===== src/rtl/axis_trigger_gate_pkg.sv =====
// Shared types and constants for the trigger gate.
// Latency: n/a (types only).
// Backpressure: n/a.
package axis_trigger_gate_pkg;

  typedef enum logic [2:0] {
    IDLE    = 3'd0,
    HOLDOFF = 3'd1,
    PRIME   = 3'd2,
    WAIT    = 3'd3,
    FIRE    = 3'd4,
    DONE    = 3'd5
  } state_t;

  localparam int TSTAMP_WIDTH = 64;

  localparam logic SLOPE_FALL = 1'b0;
  localparam logic SLOPE_RISE = 1'b1;

endpackage


===== src/rtl/axis_trigger_gate_cmp.sv =====
// Prime/fire level comparator for the selected slope.
// Latency: combinational.
// Backpressure: none; pure function of the current sample and the latched config.
// Ports: x (sample), level (signed), hyst (unsigned), slope -> prime, fire.
module axis_trigger_gate_cmp
  import axis_trigger_gate_pkg::*;
#(
  parameter int W = 32
) (
  input  logic [W-1:0] x,
  input  logic [W-1:0] level,
  input  logic [W-1:0] hyst,
  input  logic         slope,
  output logic         prime,
  output logic         fire
);

  // hyst is a full-width unsigned magnitude, so level-hyst can reach about
  // -1.5 * 2^W; two guard bits keep level +/- hyst exact for every input.
  localparam int EW = W + 2;

  logic signed [EW-1:0] xe, le, he, lo, hi;

  assign xe = {{2{x[W-1]}}, x};
  assign le = {{2{level[W-1]}}, level};
  assign he = {2'b00, hyst};
  assign lo = le - he;
  assign hi = le + he;

  always_comb begin
    prime = 1'b0;
    fire  = 1'b0;
    if (slope == SLOPE_RISE) begin
      prime = (xe < lo);
      fire  = (xe >= le);
    end else begin
      prime = (xe > hi);
      fire  = (xe <= le);
    end
  end

endmodule


===== src/rtl/axis_trigger_gate.sv =====
// Trigger gate: after arm, holdoff then hysteresis-qualified crossing; forwards cfg_len samples from the trigger.
// Latency: 1 cycle from input accept to m_axis_tvalid (registered output slice).
// Backpressure: input always drained when gate closed; in FIRE a one-deep slice passes m_axis_tready upstream.
// Ports: aclk/aresetn (sync, active-low); arm + cfg_* (latched on arm); s_axis_* in; m_axis_* out;
//        trig (accept-cycle pulse), busy, done, trig_tstamp.
// Option: AXIS_TRIGGER_GATE_TSTAMP_EN adds a 64-bit accepted-sample counter latched into trig_tstamp.
module axis_trigger_gate
  import axis_trigger_gate_pkg::*;
#(
  parameter int AXIS_TDATA_WIDTH = 32,
  parameter int CNTR_WIDTH       = 16
) (
  input  logic                        aclk,
  input  logic                        aresetn,
  input  logic                        arm,
  input  logic [AXIS_TDATA_WIDTH-1:0] cfg_level,
  input  logic [AXIS_TDATA_WIDTH-1:0] cfg_hyst,
  input  logic                        cfg_slope,
  input  logic [CNTR_WIDTH-1:0]       cfg_holdoff,
  input  logic [CNTR_WIDTH-1:0]       cfg_len,
  input  logic [AXIS_TDATA_WIDTH-1:0] s_axis_tdata,
  input  logic                        s_axis_tvalid,
  output logic                        s_axis_tready,
  output logic [AXIS_TDATA_WIDTH-1:0] m_axis_tdata,
  output logic                        m_axis_tvalid,
  input  logic                        m_axis_tready,
  output logic                        trig,
  output logic                        busy,
  output logic                        done,
  output logic [TSTAMP_WIDTH-1:0]     trig_tstamp
);

  state_t                      state;
  logic [CNTR_WIDTH-1:0]       hcnt;
  logic [CNTR_WIDTH-1:0]       lcnt;   // samples still to load after the current one
  logic [AXIS_TDATA_WIDTH-1:0] level_q;
  logic [AXIS_TDATA_WIDTH-1:0] hyst_q;
  logic                        slope_q;
  logic [CNTR_WIDTH-1:0]       len_q;
  logic                        acc;
  logic                        prime_hit;
  logic                        fire_hit;

  axis_trigger_gate_cmp #(.W(AXIS_TDATA_WIDTH)) u_cmp (
    .x     (s_axis_tdata),
    .level (level_q),
    .hyst  (hyst_q),
    .slope (slope_q),
    .prime (prime_hit),
    .fire  (fire_hit)
  );

  // Nothing is accepted while reset is held. In FIRE the slice only takes a new
  // sample while more are owed (lcnt != 0) and the output register frees up.
  always_comb begin
    s_axis_tready = 1'b0;
    if (aresetn) begin
      if (state == FIRE)
        s_axis_tready = (lcnt != '0) && (!m_axis_tvalid || m_axis_tready);
      else
        s_axis_tready = 1'b1;
    end
  end

  assign acc  = s_axis_tvalid && s_axis_tready;
  assign trig = acc && (state == WAIT) && fire_hit;
  assign busy = (state != IDLE) && (state != DONE);
  assign done = (state == DONE);

  always_ff @(posedge aclk) begin
    if (!aresetn) begin
      state         <= IDLE;
      hcnt          <= '0;
      lcnt          <= '0;
      level_q       <= '0;
      hyst_q        <= '0;
      slope_q       <= 1'b0;
      len_q         <= '0;
      m_axis_tdata  <= '0;
      m_axis_tvalid <= 1'b0;
    end else begin
      case (state)
        IDLE, DONE: begin
          if (arm) begin
            level_q <= cfg_level;
            hyst_q  <= cfg_hyst;
            slope_q <= cfg_slope;
            len_q   <= cfg_len;
            hcnt    <= cfg_holdoff;
            state   <= (cfg_holdoff == '0) ? PRIME : HOLDOFF;
          end
        end
        HOLDOFF: begin
          if (acc) begin
            hcnt <= hcnt - 1'b1;
            if (hcnt == CNTR_WIDTH'(1)) state <= PRIME;
          end
        end
        PRIME: begin
          // A sample that both primes and fires only primes.
          if (acc && prime_hit) state <= WAIT;
        end
        WAIT: begin
          if (acc && fire_hit) begin
            m_axis_tdata  <= s_axis_tdata;
            m_axis_tvalid <= 1'b1;
            lcnt          <= (len_q == '0) ? '0 : len_q - 1'b1;
            state         <= FIRE;
          end
        end
        FIRE: begin
          if (acc) begin
            m_axis_tdata  <= s_axis_tdata;
            m_axis_tvalid <= 1'b1;
            lcnt          <= lcnt - 1'b1;
          end else if (m_axis_tready) begin
            m_axis_tvalid <= 1'b0;
            // lcnt==0 means the register holds the final sample being drained now.
            if (lcnt == '0) state <= DONE;
          end
        end
        default: state <= IDLE;
      endcase
    end
  end

`ifdef AXIS_TRIGGER_GATE_TSTAMP_EN
  logic [TSTAMP_WIDTH-1:0] smp_cnt;
  logic [TSTAMP_WIDTH-1:0] tstamp_q;

  always_ff @(posedge aclk) begin
    if (!aresetn) begin
      smp_cnt  <= '0;
      tstamp_q <= '0;
    end else begin
      if (acc)  smp_cnt  <= smp_cnt + 1'b1;
      if (trig) tstamp_q <= smp_cnt;
    end
  end

  assign trig_tstamp = tstamp_q;
`else
  assign trig_tstamp = '0;
`endif

endmodule


===== config.mk =====
export PLATFORM = sky130hd
export DESIGN_NAME = axis_trigger_gate
export DESIGN_NICKNAME = d
export VERILOG_FILES = /design/src/rtl/axis_trigger_gate_pkg.sv /design/src/rtl/axis_trigger_gate_cmp.sv /design/src/rtl/axis_trigger_gate.sv
export SDC_FILE = /design/constraint.sdc
export NUM_CORES = 1
export LEC_CHECK = 0
export ABC_AREA = 1
export CAP_MARGIN = 5
export CORE_MARGIN = 2
export CORE_UTILIZATION = 45
export CTS_BUF_LIST = sky130_fd_sc_hd__clkbuf_4 sky130_fd_sc_hd__clkbuf_8
export DETAILED_ROUTE_END_ITERATION = 10
export PLACE_DENSITY = 0.67
export SLEW_MARGIN = 15
export SYNTH_ARGS = -nofsm -noshare
export SYNTH_HDL_FRONTEND = slang
export SYNTH_HIERARCHICAL = 1
export SYNTH_SLANG_ARGS = --single-unit
export TNS_END_PERCENT = 20

===== constraint.sdc =====
create_clock -name aclk -period 4.4 [get_ports aclk]
set_input_delay 1.32 -clock aclk [delete_from_list [all_inputs] [get_ports aclk]]
set_output_delay 1.32 -clock aclk [all_outputs]
set_load 0.005 [all_outputs]

==> impl_metrics.toml <==
[critical_path]
cp.required_ps = 3080
r2r_start = "hyst_q[7]"
crit_start = "s_axis_tdata[27]"
cp.arrival_ps = 2990
worst_path_dominant_cell_family = "simple AND/OR/NAND/NOR gates"
cp.depth = 13
critPathMaxFanout = 3
cp_common_cell = "nand2_2"
crit_chain = "clkbuf_2 -> ha_4 -> nand2_2 -> nor2_4 -> nand2_4 -> nor3_4 -> nand4_1 -> nand2_2 -> inv_2 -> nor2_2 -> nand2_2 -> inv_2 -> buf_6"
critical_path.endpoint = "trig"
setup.reg_to_reg.worst_slack_ps = 310
cp_num_buf_inv = 4
slowest_stage = "ha_4"
end_kind = "output port"
max_stage_delay_ps = 270
rr_endpoint = "state[2]"
reg2regPathDepth = 28
cp-start-kind = "input port"
path_class = "input port to output port"

[placement]
gp_congestion = 1.010
io_buffers = 170
dp_hpwl_um = 41740
placed_cell_area_mm2 = 0.01678

[logic_synthesis]
syn_inst = 2292
synth_cell_type_count = 52
syn_area_mm2 = 0.01456
synth.top_cell.area_share = 0.2049
synth_edf_count = 0
synth-seq-cells = 149
avgSynthCellArea_um2 = 6.350
synth_area_leaders = "dfxtp_1 (20%), ha_1 (15%), nor2_1 (11%)"
yosys_warnings = 6
yosysSeqAreaShare = 0.2049
synth_top_cell_by_area = "dfxtp_1"
synth-main-ff-cell = "dfxtp_1"
synthArstFlopShare = 0

[finish]
multiInputGateArea_mm2 = 0.01066
final_core_util = 0.5648
layout_common_cells = "nor2_1 (408), nand2_1 (404), inv_1 (229)"
drive_gt1_frac = 0.1548
mostFrequentLayoutCell = "nor2_1"
nFillCells = 3210
area_growth_pct = 23.08
stdcell_area_mm2 = 0.01791
seqCellArea_mm2 = 0.002992
layout.nets = 2819
antenna_cells = 0

[cts]
clk_pin_slew_worst_paths_ps = 90
insertion_delay_ps = 520
htreeDepth = 4
cts-root-buf = "clkbuf_8"
cts_hold_buf = 0
cts_tree = "done"
cts_buffers = 17
clk_path_buf_depth = 2
clkSinkCount = 149

[timing]
setup_tns_ps = 0
max_slew_margin = 0.4763
period_share = 0.9788
hold-worst-slack_ps = 495.7
fin_crit_ps = 4307
finClkSkew_ps = 23.55
max_freq_mhz = 232.2
setup_viol = 0
worstMarginPinSlew_ps = 785.6
hold_viol = 0
drv_slew = 0

[floorplan]
core_mm2 = 0.03172
num_rows = 65
fp.dieW_um = 183.8
io_pins = 235
die_area_mm2 = 0.03380
initial_core_util = 0.4589
chipHeight_um = 183.8

[global_routing]
grt_start_max_net_pins = 87
grt-ovfl-total = 0
grt_pass1_wl_um = 79410
grt_pass1_vias = 14514
grt_usage = 0.3050
antenna_found_initial = 1

[detailed_routing]
drt_iter0_drc = 1232
postRouteAntennaNets = 0
drc = 0
viasPerCell = 5.255
wl_per_cell_um = 17.55
dr.pass1.iters = 7
drt_wl_total_um = 51380
via_count = 15388

[run]
drv_cap = 0

[power]
vdd_drop_max_uv = 333.4
powerDensity_mw_per_mm2 = 664.6
power_mw = 11.91
cellLeakagePower_nw = 8.660

[hold_path]
hold_path.class = "flip-flop to flip-flop"

[run_status]
status = "complete, no violations"
## flip-flops by register name, indices dropped and copies added (netlist names)
register,cells
hyst_q,32
level_q,32
m_axis_tdata,32
hcnt,16
lcnt,16
len_q,16
state,3
m_axis_tvalid,1
slope_q,1
## synthesized netlist by cell type, types with 16 or more instances
cell type,n
nor2_1,426
nand2_1,425
inv_1,239
o21ai_0,188
ha_1,170
a21oi_1,164
dfxtp_1,149
nand3_1,94
buf_4,71
xor2_1,57
nand4_1,30
inv_2,29
clkbuf_1,25
nor3_1,23
o21ai_1,23
nor2_2,19
buf_2,16
## worst reg2reg max path: cells and delay by family (launching register included)
kind,cells,cell delay (ps)
compound gates,3,690
fa+ha+maj,2,680
flops,1,370
buf+inv,3,380
simple gates,20,1950
## power by group
part / switching [mW] / total [mW] / leakage, nW / internal, mW
Combinational: 5.71 / 8.78 / 7.23 / 3.07
Sequential: 0.320 / 2.01 / 1.22 / 1.69
Clock: 0.681 / 1.12 / 0.201 / 0.435
Total: 6.71 / 11.9 / 8.66 / 5.19
## per-stage QoR
step / setup WS (ps) / instances
2_1_floorplan: 501.1 / 2355
4_1_cts: 0.4226 / 2919
5_1_grt: -9.524 / 2928
3_3_place_gp: -1002 / 2881
3_5_place_dp: -995.7 / 2881
6_report: 93.35 / 2928
## per-layer routing
metal,wire length [µm],vias up,GRT usage,share of wire
li1,-,7725,-,-
met1,23350,7051,0.4185,0.45
met2,23240,550,0.4854,0.45
met3,3791,60,0.06022,0.074
met4,990,2,0.08448,0.019
met5,13,-,0,0.00025
## cell type report
cell class,count,area share
Multi-Input combinational cell,1807,0.5949
Sequential cell,149,0.1670
Timing Repair Buffer,266,0.1298
Inverter,272,0.05727
Tap cell,402,0.02808
Clock buffer,17,0.01306
Clock inverter,15,0.009848
## cell families (layout without fill, tap and decap cells)
kind of cell	count (synthesis)	in the layout	synth area share
compound gates	446	446	0.1726
xor+xnor	65	65	0.03911
fa+ha+maj	172	172	0.1489
buf+inv	399	570	0.1289
flops	149	149	0.2049
other cells	1	64	0.0002576
simple gates	1060	1060	0.3053
## worst min path at each step
stage | to | startpoint | slack (ps) | depth (start not counted)
4_1_cts | hcnt[5] | hcnt[5] | 490 | 2
2_1_floorplan | lcnt[1] | lcnt[1] | 450 | 2
5_1_grt | hcnt[5] | hcnt[5] | 530 | 2
6_report | hcnt[5] | hcnt[5] | 500 | 2
3_5_place_dp | lcnt[1] | lcnt[1] | 480 | 2
3_3_place_gp | lcnt[1] | lcnt[1] | 470 | 2
## repair_timing
action | CTS | global route
setup endpoints to repair | 1 | 4
pin swaps | 59 | 56
resized for setup | 139 | 130
setup buffers | 7 | 9
(Power assumes the default switching activity.)
